### config.mk
export PLATFORM = sky130hd
export DESIGN_NAME = cook_time_entry
export DESIGN_NICKNAME = d
export VERILOG_FILES = /design/src/rtl/cook_time_entry.sv
export SDC_FILE = /design/constraint.sdc
export NUM_CORES = 1
export LEC_CHECK = 0
export BUFFER_PORTS_ARGS = -buffer_cell sky130_fd_sc_hd__buf_4
export CORE_UTILIZATION = 39
export DETAILED_ROUTE_END_ITERATION = 8
export PLACE_DENSITY = 0.68
export SLEW_MARGIN = 20
export SYNTH_ARGS = -nofsm -noshare
export SYNTH_HDL_FRONTEND = slang
export SYNTH_SLANG_ARGS = --single-unit
### constraint.sdc
create_clock -name clk -period 3.3 [get_ports clk]
set_input_delay 0.66 -clock clk [delete_from_list [all_inputs] [get_ports clk]]
set_output_delay 0.66 -clock clk [all_outputs]
set_load 0.05 [all_outputs]
### src/rtl/cook_time_entry.sv
// cook_time_entry
// Front-panel programming controller for the egg timer. Converts debounced
// button levels into four BCD cook-time digits plus the load / main_enable
// controls for time_count, and reacts to the counter's done flag.
//
// Ports:
//   clk, reset          system clock, asynchronous active-high reset
//   tick_en             1 s enable pulse, used only for auto-repeat timing
//   btn_sel/inc/dec     digit select, increment, decrement (levels)
//   btn_start           start / pause / resume (level)
//   timer_done          done flag from time_count
//   *_prog              programmed BCD digits (units 0-9, tens 0-5)
//   load                one-cycle load strobe to time_count
//   timer_on            main_enable for time_count
//   edit_digit          currently selected digit (0 = seconds .. 3 = tens_minutes)
//   editing, alarm      status flags for the EDIT and DONE states
module cook_time_entry #(
    parameter int REPEAT_DELAY = 5,
    parameter int REPEAT_RATE  = 2,
    parameter int CNT_WIDTH    = 4
) (
    input  logic       clk,
    input  logic       reset,
    input  logic       tick_en,
    input  logic       btn_sel,
    input  logic       btn_inc,
    input  logic       btn_dec,
    input  logic       btn_start,
    input  logic       timer_done,
    output logic [3:0] seconds_prog,
    output logic [3:0] tens_seconds_prog,
    output logic [3:0] minutes_prog,
    output logic [3:0] tens_minutes_prog,
    output logic       load,
    output logic       timer_on,
    output logic [1:0] edit_digit,
    output logic       editing,
    output logic       alarm
);

    typedef enum logic [2:0] {ST_EDIT, ST_LOAD, ST_RUN, ST_PAUSE, ST_DONE} state_t;

    // Terminal counts: the step fires on the pulse that brings the count to the threshold.
    localparam logic [CNT_WIDTH-1:0] DELAY_LAST = CNT_WIDTH'(REPEAT_DELAY - 1);
    localparam logic [CNT_WIDTH-1:0] RATE_LAST  = CNT_WIDTH'(REPEAT_RATE - 1);

    state_t               state, state_next;
    logic                 sel_q, inc_q, dec_q, start_q;
    logic                 armed;
    logic                 sel_p, inc_p, dec_p, start_p, any_p;
    logic [3:0]           digits      [4];
    logic [3:0]           digits_next [4];
    logic [1:0]           edit_digit_next;
    logic [CNT_WIDTH-1:0] rep_cnt, rep_cnt_next;
    logic                 hold_valid, hold_valid_next;
    logic                 repeating, repeating_next;
    logic                 hold_cond, repeat_step, press_step;
    logic                 step_up, step_dn, digits_zero;
    logic [3:0]           sel_max, sel_val;
    logic                 load_next, timer_on_next, editing_next, alarm_next;

    // armed stays low for the first edge after reset so a button held through
    // reset deassertion is only recorded in history, never seen as a press.
    assign sel_p   = armed & btn_sel   & ~sel_q;
    assign inc_p   = armed & btn_inc   & ~inc_q;
    assign dec_p   = armed & btn_dec   & ~dec_q;
    assign start_p = armed & btn_start & ~start_q;
    assign any_p   = sel_p | inc_p | dec_p | start_p;

    assign digits_zero = (digits[0] == 4'd0) && (digits[1] == 4'd0) &&
                         (digits[2] == 4'd0) && (digits[3] == 4'd0);

    // Auto-repeat only runs while exactly one of inc/dec is held alone in EDIT,
    // and only if that hold began with a real press (hold_valid).
    assign hold_cond   = (state == ST_EDIT) && (btn_inc ^ btn_dec) && !btn_sel && !btn_start;
    assign repeat_step = hold_cond && hold_valid && tick_en &&
                         (rep_cnt == (repeating ? RATE_LAST : DELAY_LAST));

    // State register together with the registered outputs and button history.
    always_ff @(posedge clk or posedge reset) begin
        if (reset) begin
            state    <= ST_EDIT;
            load     <= 1'b0;
            timer_on <= 1'b0;
            editing  <= 1'b1;
            alarm    <= 1'b0;
            sel_q    <= 1'b0;
            inc_q    <= 1'b0;
            dec_q    <= 1'b0;
            start_q  <= 1'b0;
            armed    <= 1'b0;
        end else begin
            state    <= state_next;
            load     <= load_next;
            timer_on <= timer_on_next;
            editing  <= editing_next;
            alarm    <= alarm_next;
            sel_q    <= btn_sel;
            inc_q    <= btn_inc;
            dec_q    <= btn_dec;
            start_q  <= btn_start;
            armed    <= 1'b1;
        end
    end

    // Next-state logic. In RUN, timer_done outranks a start press.
    always_comb begin
        state_next = state;
        case (state)
            ST_EDIT:  if (start_p && !digits_zero) state_next = ST_LOAD;
            ST_LOAD:  state_next = ST_RUN;
            ST_RUN: begin
                if (timer_done)   state_next = ST_DONE;
                else if (start_p) state_next = ST_PAUSE;
            end
            ST_PAUSE: begin
                if (start_p)    state_next = ST_RUN;
                else if (sel_p) state_next = ST_EDIT;
            end
            ST_DONE:  if (any_p) state_next = ST_EDIT;
            default:  state_next = ST_EDIT;
        endcase
    end

    // Outputs are decoded from the next state so they appear registered and
    // line up with the state they describe.
    always_comb begin
        load_next     = (state_next == ST_LOAD);
        timer_on_next = (state_next == ST_RUN);
        editing_next  = (state_next == ST_EDIT);
        alarm_next    = (state_next == ST_DONE);
    end

    // Digit editing and auto-repeat. A start press in EDIT consumes the cycle
    // even when it is ignored because all digits are zero.
    always_comb begin
        digits_next     = digits;
        edit_digit_next = edit_digit;
        rep_cnt_next    = rep_cnt;
        hold_valid_next = hold_valid;
        repeating_next  = repeating;
        step_up         = 1'b0;
        step_dn         = 1'b0;
        press_step      = 1'b0;
        if (state == ST_EDIT && !start_p) begin
            if (sel_p) begin
                edit_digit_next = edit_digit + 2'd1;
            end else if (inc_p && !dec_p) begin
                step_up    = 1'b1;
                press_step = 1'b1;
            end else if (dec_p && !inc_p) begin
                step_dn    = 1'b1;
                press_step = 1'b1;
            end else if (repeat_step) begin
                step_up = btn_inc;
                step_dn = btn_dec;
            end
        end

        sel_max = edit_digit[0] ? 4'd5 : 4'd9;
        sel_val = digits[edit_digit];
        if (step_up) digits_next[edit_digit] = (sel_val == sel_max) ? 4'd0 : sel_val + 4'd1;
        if (step_dn) digits_next[edit_digit] = (sel_val == 4'd0) ? sel_max : sel_val - 4'd1;

        if (!hold_cond) begin
            rep_cnt_next    = '0;
            hold_valid_next = 1'b0;
            repeating_next  = 1'b0;
        end else if (press_step) begin
            rep_cnt_next    = '0;
            hold_valid_next = 1'b1;
            repeating_next  = 1'b0;
        end else if (hold_valid && tick_en) begin
            if (repeat_step) begin
                rep_cnt_next   = '0;
                repeating_next = 1'b1;
            end else begin
                rep_cnt_next = rep_cnt + 1'b1;
            end
        end
    end

    // Datapath registers.
    always_ff @(posedge clk or posedge reset) begin
        if (reset) begin
            for (int i = 0; i < 4; i++) digits[i] <= 4'd0;
            edit_digit <= 2'd0;
            rep_cnt    <= '0;
            hold_valid <= 1'b0;
            repeating  <= 1'b0;
        end else begin
            for (int i = 0; i < 4; i++) digits[i] <= digits_next[i];
            edit_digit <= edit_digit_next;
            rep_cnt    <= rep_cnt_next;
            hold_valid <= hold_valid_next;
            repeating  <= repeating_next;
        end
    end

    assign seconds_prog      = digits[0];
    assign tens_seconds_prog = digits[1];
    assign minutes_prog      = digits[2];
    assign tens_minutes_prog = digits[3];

endmodule
# Word level (Yosys, flattened, before mapping)
# Index checks and enable logic that the tools add are counted.
[totals]
ff_bits = 36
input_bits = 8
out_inout_bits = 22
elab_cells = 127
[classes]
n_bitwise = 17
order_cmp = 2
n_eq_ne = 12
reduce_logical = 30
n_mux = 44
n_addsub = 4
[ops]
columns = ["cell", "count"]
rows = [
  ["two-way mux 4 bit", 10],
  ["bitwise mux 16 bit", 2],
  ["two-way mux 16 bit", 2],
  ["two-way mux 3 bit", 7],
  ["zero test 4 bit", 5],
  ["two-way mux 1 bit", 20],
  ["logical AND 1 bit", 15],
  ["one-hot mux 3 bit (5 select lines)", 1],
  ["equality test 3 x 2 -> 1 bit, second input constant", 3],
  ["adder 4 x 1 -> 4 bit, second input constant", 2],
  ["bitwise AND 1 bit", 8],
  ["binary-select mux 4 bit (select 2 bit)", 1],
  ["demux 4 bit (select 2 bit)", 1],
  ["equality test 3 x 1 -> 1 bit, second input constant", 2],
  ["equality test 3 bit, second input constant", 2],
  ["zero test 1 bit", 6],
  ["zero test 3 bit", 2],
  ["inequality test 3 x 1 -> 1 bit, second input constant", 2],
  ["equality test 4 x 3 -> 1 bit", 1],
  ["equality test 4 bit", 1],
  ["inverter 1 bit", 4],
  ["AND reduction 2 bit", 2],
  ["subtractor 4 x 1 -> 4 bit, second input constant", 1],
  [">= comparator 3 bit, second input constant", 1],
  ["6 further kinds", 8],
]

# Logic depth before layout (Yosys ltp)
[depth]
word_depth = 15
depth_mapped = 8
mapped_depth_nobuf = 8

# Worst setup path before layout
# OpenSTA, ideal clock, no wires.
[synth_path]
path_kind = "input to register"
from = "input port btn_inc"
to = "register digits, in the netlist tens_minutes_prog[0]"
slack_ns = 0.577
t_required_ns = 3.173
setup_time_ns = 0.127
path_stages = 7
arrival_time_ns = 2.595
path_buffers = 1
cell_sequence = "xnor2_1 > nor4b_1 > a31oi_2 > or4b_2 > buf_2 > nand2b_1 > mux2_1"
[synth_lines]
columns = ["element", "line", "text"]
rows = [
  ["start: declaration", "26", "input logic btn_inc,"],
  ["end: declaration", "51", "logic [3:0] digits [4];"],
]

==> impl_metrics.xml <==
<?xml version="1.0" encoding="UTF-8"?>
<metrics>
  <group name="clocking">
    <metric name="clock_tree.htree_level_count" unit="">2</metric>
    <metric name="post_cts_hold_buffer_count" unit="">0</metric>
    <metric name="max-clock-path-buffers" unit="">2</metric>
    <metric name="postCtsSetupRepairBufs" unit="">0</metric>
    <metric name="cts_sinks" unit="">36</metric>
    <metric name="cts.root.buffer_cell" unit="">sky130_fd_sc_hd__clkbuf_8</metric>
    <metric name="clkSlewWorstSetupHoldPaths" unit="ns">0.07</metric>
    <metric name="cts.repair.resized" unit="">0</metric>
    <metric name="tritoncts_clock_tree" unit="">yes</metric>
    <metric name="cts_buffers" unit="">5</metric>
    <metric name="worst_skew_pair.late_latency" unit="ns">0.29</metric>
  </group>
  <group name="logic_synthesis">
    <metric name="share_of_the_synthesized_area_in_the_top_cell_type" unit="%">41.6</metric>
    <metric name="synthDominantAreaCellType" unit="">sky130_fd_sc_hd__dfrtp_1</metric>
    <metric name="syn-cell-area" unit="sq um">2110</metric>
    <metric name="synth.most_common_cell" unit="">sky130_fd_sc_hd__dfrtp_1</metric>
    <metric name="ys_seq_elements" unit="">36</metric>
    <metric name="synthesized_area_per_cell" unit="sq um">10.4</metric>
    <metric name="synth_commonest_cells" unit="">sky130_fd_sc_hd__dfrtp_1 (35), sky130_fd_sc_hd__o21ai_0 (17), sky130_fd_sc_hd__nor2_1 (16)</metric>
    <metric name="synth_async_sr_flop_share" unit="%">100</metric>
    <metric name="postSynth.topFlopCell" unit="">sky130_fd_sc_hd__dfrtp_1</metric>
    <metric name="edff_count_synth" unit="">0</metric>
    <metric name="yosys-top-cells-area" unit="">sky130_fd_sc_hd__dfrtp_1 (42%), sky130_fd_sc_hd__mux2i_1 (6.7%), sky130_fd_sc_hd__mux4_2 (4.3%)</metric>
    <metric name="number_of_nets_produced_by_synthesis" unit="">217</metric>
    <metric name="count_of_synthesis_stage_warnings_from_yosys" unit="">0</metric>
    <metric name="synth-seq-area-share" unit="%">42.8</metric>
    <metric name="synthesis.instances" unit="">202</metric>
    <metric name="post_synth_num_cell_types" unit="">49</metric>
  </group>
  <group name="detailed_routing">
    <metric name="routed_wire_length_per_instance" unit="microns">15.0</metric>
    <metric name="drt.antenna.violating_nets" unit="">0</metric>
    <metric name="detail_route.first_pass.iterations" unit="">4</metric>
    <metric name="vias" unit="">1651</metric>
    <metric name="detail_route.drc_violations" unit="">0</metric>
    <metric name="route.detailed.vias_per_inst" unit="">5.38</metric>
    <metric name="drt-initial-drc-count" unit="">105</metric>
    <metric name="post_route_wl" unit="microns">4610</metric>
  </group>
  <group name="timing">
    <metric name="layout_worst_path_cycle_share" unit="%">88.1</metric>
    <metric name="finalSetupViolations" unit="">0</metric>
    <metric name="skew" unit="ns">0.00392</metric>
    <metric name="timing.final.max_slew_violations" unit="">0</metric>
    <metric name="min_period" unit="ns">2.91</metric>
    <metric name="totalNegativeSetupSlack" unit="ns">0</metric>
    <metric name="timing.max_slew.rel_slack" unit="%">56.0</metric>
    <metric name="slew_of_the_pin_with_the_lowest_slew_margin" unit="ns">0.660</metric>
    <metric name="highest_clock_frequency_the_design_can_meet" unit="MHz">344</metric>
    <metric name="rsz0062_at_grt" unit="">no</metric>
    <metric name="report.final.hold_viol_count" unit="">0</metric>
  </group>
  <group name="global_route">
    <metric name="grt_antenna_before_repair" unit="">0</metric>
    <metric name="pin_count_of_the_biggest_net_entering_global_routing" unit="">37</metric>
    <metric name="via_count_of_the_first_global_routing_pass" unit="">1507</metric>
    <metric name="grt_pass1_wl" unit="microns">7450</metric>
    <metric name="globalRoute.totalOverflow" unit="">0</metric>
    <metric name="grt_util_all_layers" unit="%">17.6</metric>
  </group>
  <group name="final_layout">
    <metric name="number_of_nets_in_the_layout" unit="">251</metric>
    <metric name="drive_above_1_share" unit="%">22.8</metric>
    <metric name="diodes" unit="">0</metric>
    <metric name="finish.instance_area" unit="sq um">2510</metric>
    <metric name="area.growth.synth_to_final" unit="%">19.0</metric>
  </group>
  <group name="place">
    <metric name="place.gp.congestion" unit="">0.842</metric>
    <metric name="detailedPlacementHpwl" unit="microns">3380</metric>
    <metric name="placedInstanceArea" unit="sq um">2410</metric>
    <metric name="port_bufs" unit="">29</metric>
  </group>
  <group name="critical_path">
    <metric name="crit_path_start_kind" unit="">flip-flop</metric>
    <metric name="critical_path.cell_chain" unit="">or3b_4 -&gt; a2111oi_4 -&gt; a31oi_2 -&gt; or4b_2 -&gt; nand2b_1 -&gt; mux2_1</metric>
    <metric name="cpPeakStageDelay" unit="ns">0.77</metric>
    <metric name="timing.critical_path.arrival" unit="ns">3.08</metric>
    <metric name="critical-path-slowest-cell" unit="">sky130_fd_sc_hd__or4b_2</metric>
    <metric name="critical_path_required" unit="ns">3.47</metric>
    <metric name="critical_path_peak_fanout" unit="">6</metric>
    <metric name="cp-end-kind" unit="">flip-flop</metric>
    <metric name="setup.worst_path.class" unit="">flip-flop to flip-flop</metric>
  </group>
  <group name="pwr">
    <metric name="power.density" unit="nW/um^2">1050</metric>
    <metric name="vdd.ir_drop.worst" unit="mV">0.465</metric>
    <metric name="power_leakage" unit="nW">1.10</metric>
  </group>
  <group name="floorplanning">
    <metric name="core.rowCount" unit="">26</metric>
    <metric name="start_util" unit="%">41.0</metric>
    <metric name="area_of_the_die" unit="sq um">5700</metric>
    <metric name="core_region_area" unit="sq um">5140</metric>
    <metric name="die_h" unit="microns">75.5</metric>
    <metric name="fp.dieW" unit="microns">75.5</metric>
    <metric name="top_level_ports" unit="">30</metric>
  </group>
  <group name="status">
    <metric name="status" unit="">finished, final reports clean</metric>
  </group>
  <group name="job">
    <metric name="maxCapViolations" unit="">0</metric>
  </group>
  <group name="min_path">
    <metric name="worst_hold_path_type" unit="">input pin to asynchronous set/reset pin</metric>
  </group>
</metrics>
## worst paths after layout
kind	start	end	slack (ns)	cells after the start
worst min register to register	hold_valid	hold_valid	0.53	1
worst max-delay path	rep_cnt[0]	tens_minutes_prog[0]	0.39	6
min in group clk	btn_sel	sel_q	0.49	1
max in group asynchronous	reset	editing	2.47	3
worst max register to register	rep_cnt[0]	tens_minutes_prog[0]	0.39	6
worst min-delay path	reset	minutes_prog[1]	0.47	3
## cell usage in the layout, fill, tap and decap left out, types with 2 or more instances in the layout
master / netlist / routed
sky130_fd_sc_hd__a21boi_0: 3 / 3
sky130_fd_sc_hd__a21oi_1: 6 / 6
sky130_fd_sc_hd__buf_4: 1 / 34
sky130_fd_sc_hd__clkbuf_8: 0 / 6
sky130_fd_sc_hd__clkinv_2: 0 / 2
sky130_fd_sc_hd__dfrtp_1: 35 / 35
sky130_fd_sc_hd__ha_1: 7 / 7
sky130_fd_sc_hd__inv_1: 9 / 9
sky130_fd_sc_hd__mux2_1: 3 / 3
sky130_fd_sc_hd__mux2_2: 2 / 2
sky130_fd_sc_hd__mux2i_1: 14 / 14
sky130_fd_sc_hd__mux4_2: 4 / 4
sky130_fd_sc_hd__nand2_1: 6 / 6
sky130_fd_sc_hd__nand2b_1: 2 / 2
sky130_fd_sc_hd__nand3_1: 2 / 2
sky130_fd_sc_hd__nand3b_1: 2 / 2
sky130_fd_sc_hd__nand4_1: 2 / 2
sky130_fd_sc_hd__nor2_1: 16 / 16
sky130_fd_sc_hd__nor2b_1: 11 / 11
sky130_fd_sc_hd__nor3_1: 6 / 6
sky130_fd_sc_hd__nor3b_1: 7 / 7
sky130_fd_sc_hd__nor4_1: 4 / 4
sky130_fd_sc_hd__o21a_1: 3 / 3
sky130_fd_sc_hd__o21ai_0: 17 / 17
sky130_fd_sc_hd__o22ai_1: 7 / 7
sky130_fd_sc_hd__or4b_1: 3 / 3
sky130_fd_sc_hd__xnor2_1: 3 / 3
## state kept, by name, summed over array words and instances (netlist names), 2 cells and up
signal,cells
minutes_prog,4
edit_digit,2
seconds_prog,4
rep_cnt,4
tens_minutes_prog,4
state,3
tens_seconds_prog,4
## worst max-delay path, delay by kind of cell (launching register included)
family | cells | cell delay, ns
multiplexers | 1 | 0.32
flip-flops | 1 | 0.44
AND/OR/NAND/NOR | 3 | 1.32
AO/OA/AOI/OAI | 2 | 0.72
## metal layers
layer,vias to the layer above,part of all wire [%],track usage (%)
li1,810,-,-
met1,793,49,24.8
met2,41,46,26.7
met3,7,4.1,3.97
met4,0,1.2,6.38
met5,-,0,0
## through the flow
step	setup slack [ns]	instances	util (%)	hold WS, ns	power, mW
after detailed placement	0.417	299	47.0	0.510	2.32
after floorplan	0.577	202	-	0.485	1.88
after CTS	0.399	307	48.8	0.488	2.64
after global placement	0.487	299	47.0	0.514	2.31
final	0.391	307	48.8	0.470	2.64
after global routing	0.295	307	48.8	0.483	2.80
## cell type report
class,instances,area [sq um]
Clock buffer,6,82.6
Timing Repair Buffer,34,255
Clock inverter,2,10.0
Fill cell,508,2630
Tap cell,70,87.6
Multi-Input combinational cell,150,1140
Sequential cell,36,902
Inverter,9,33.8
## logic make-up after synthesis
group | share of synthesized area [%]
XOR/XNOR | 1.66
AND/OR/NAND/NOR | 19.7
AO/OA/AOI/OAI | 14.7
multiplexers | 13.6
flip-flops | 42.8
buffers and inverters | 3.27
other | 0.178
adder cells (fa/ha/maj) | 4.16
## where the power goes
part           internal [mW]  switching [mW]  leakage (nW)
clock                  0.166           0.156        0.0510
combinational          0.529           0.971         0.588
sequential             0.585           0.231         0.458
No activity file was read; power rests on OpenSTA's default activity.
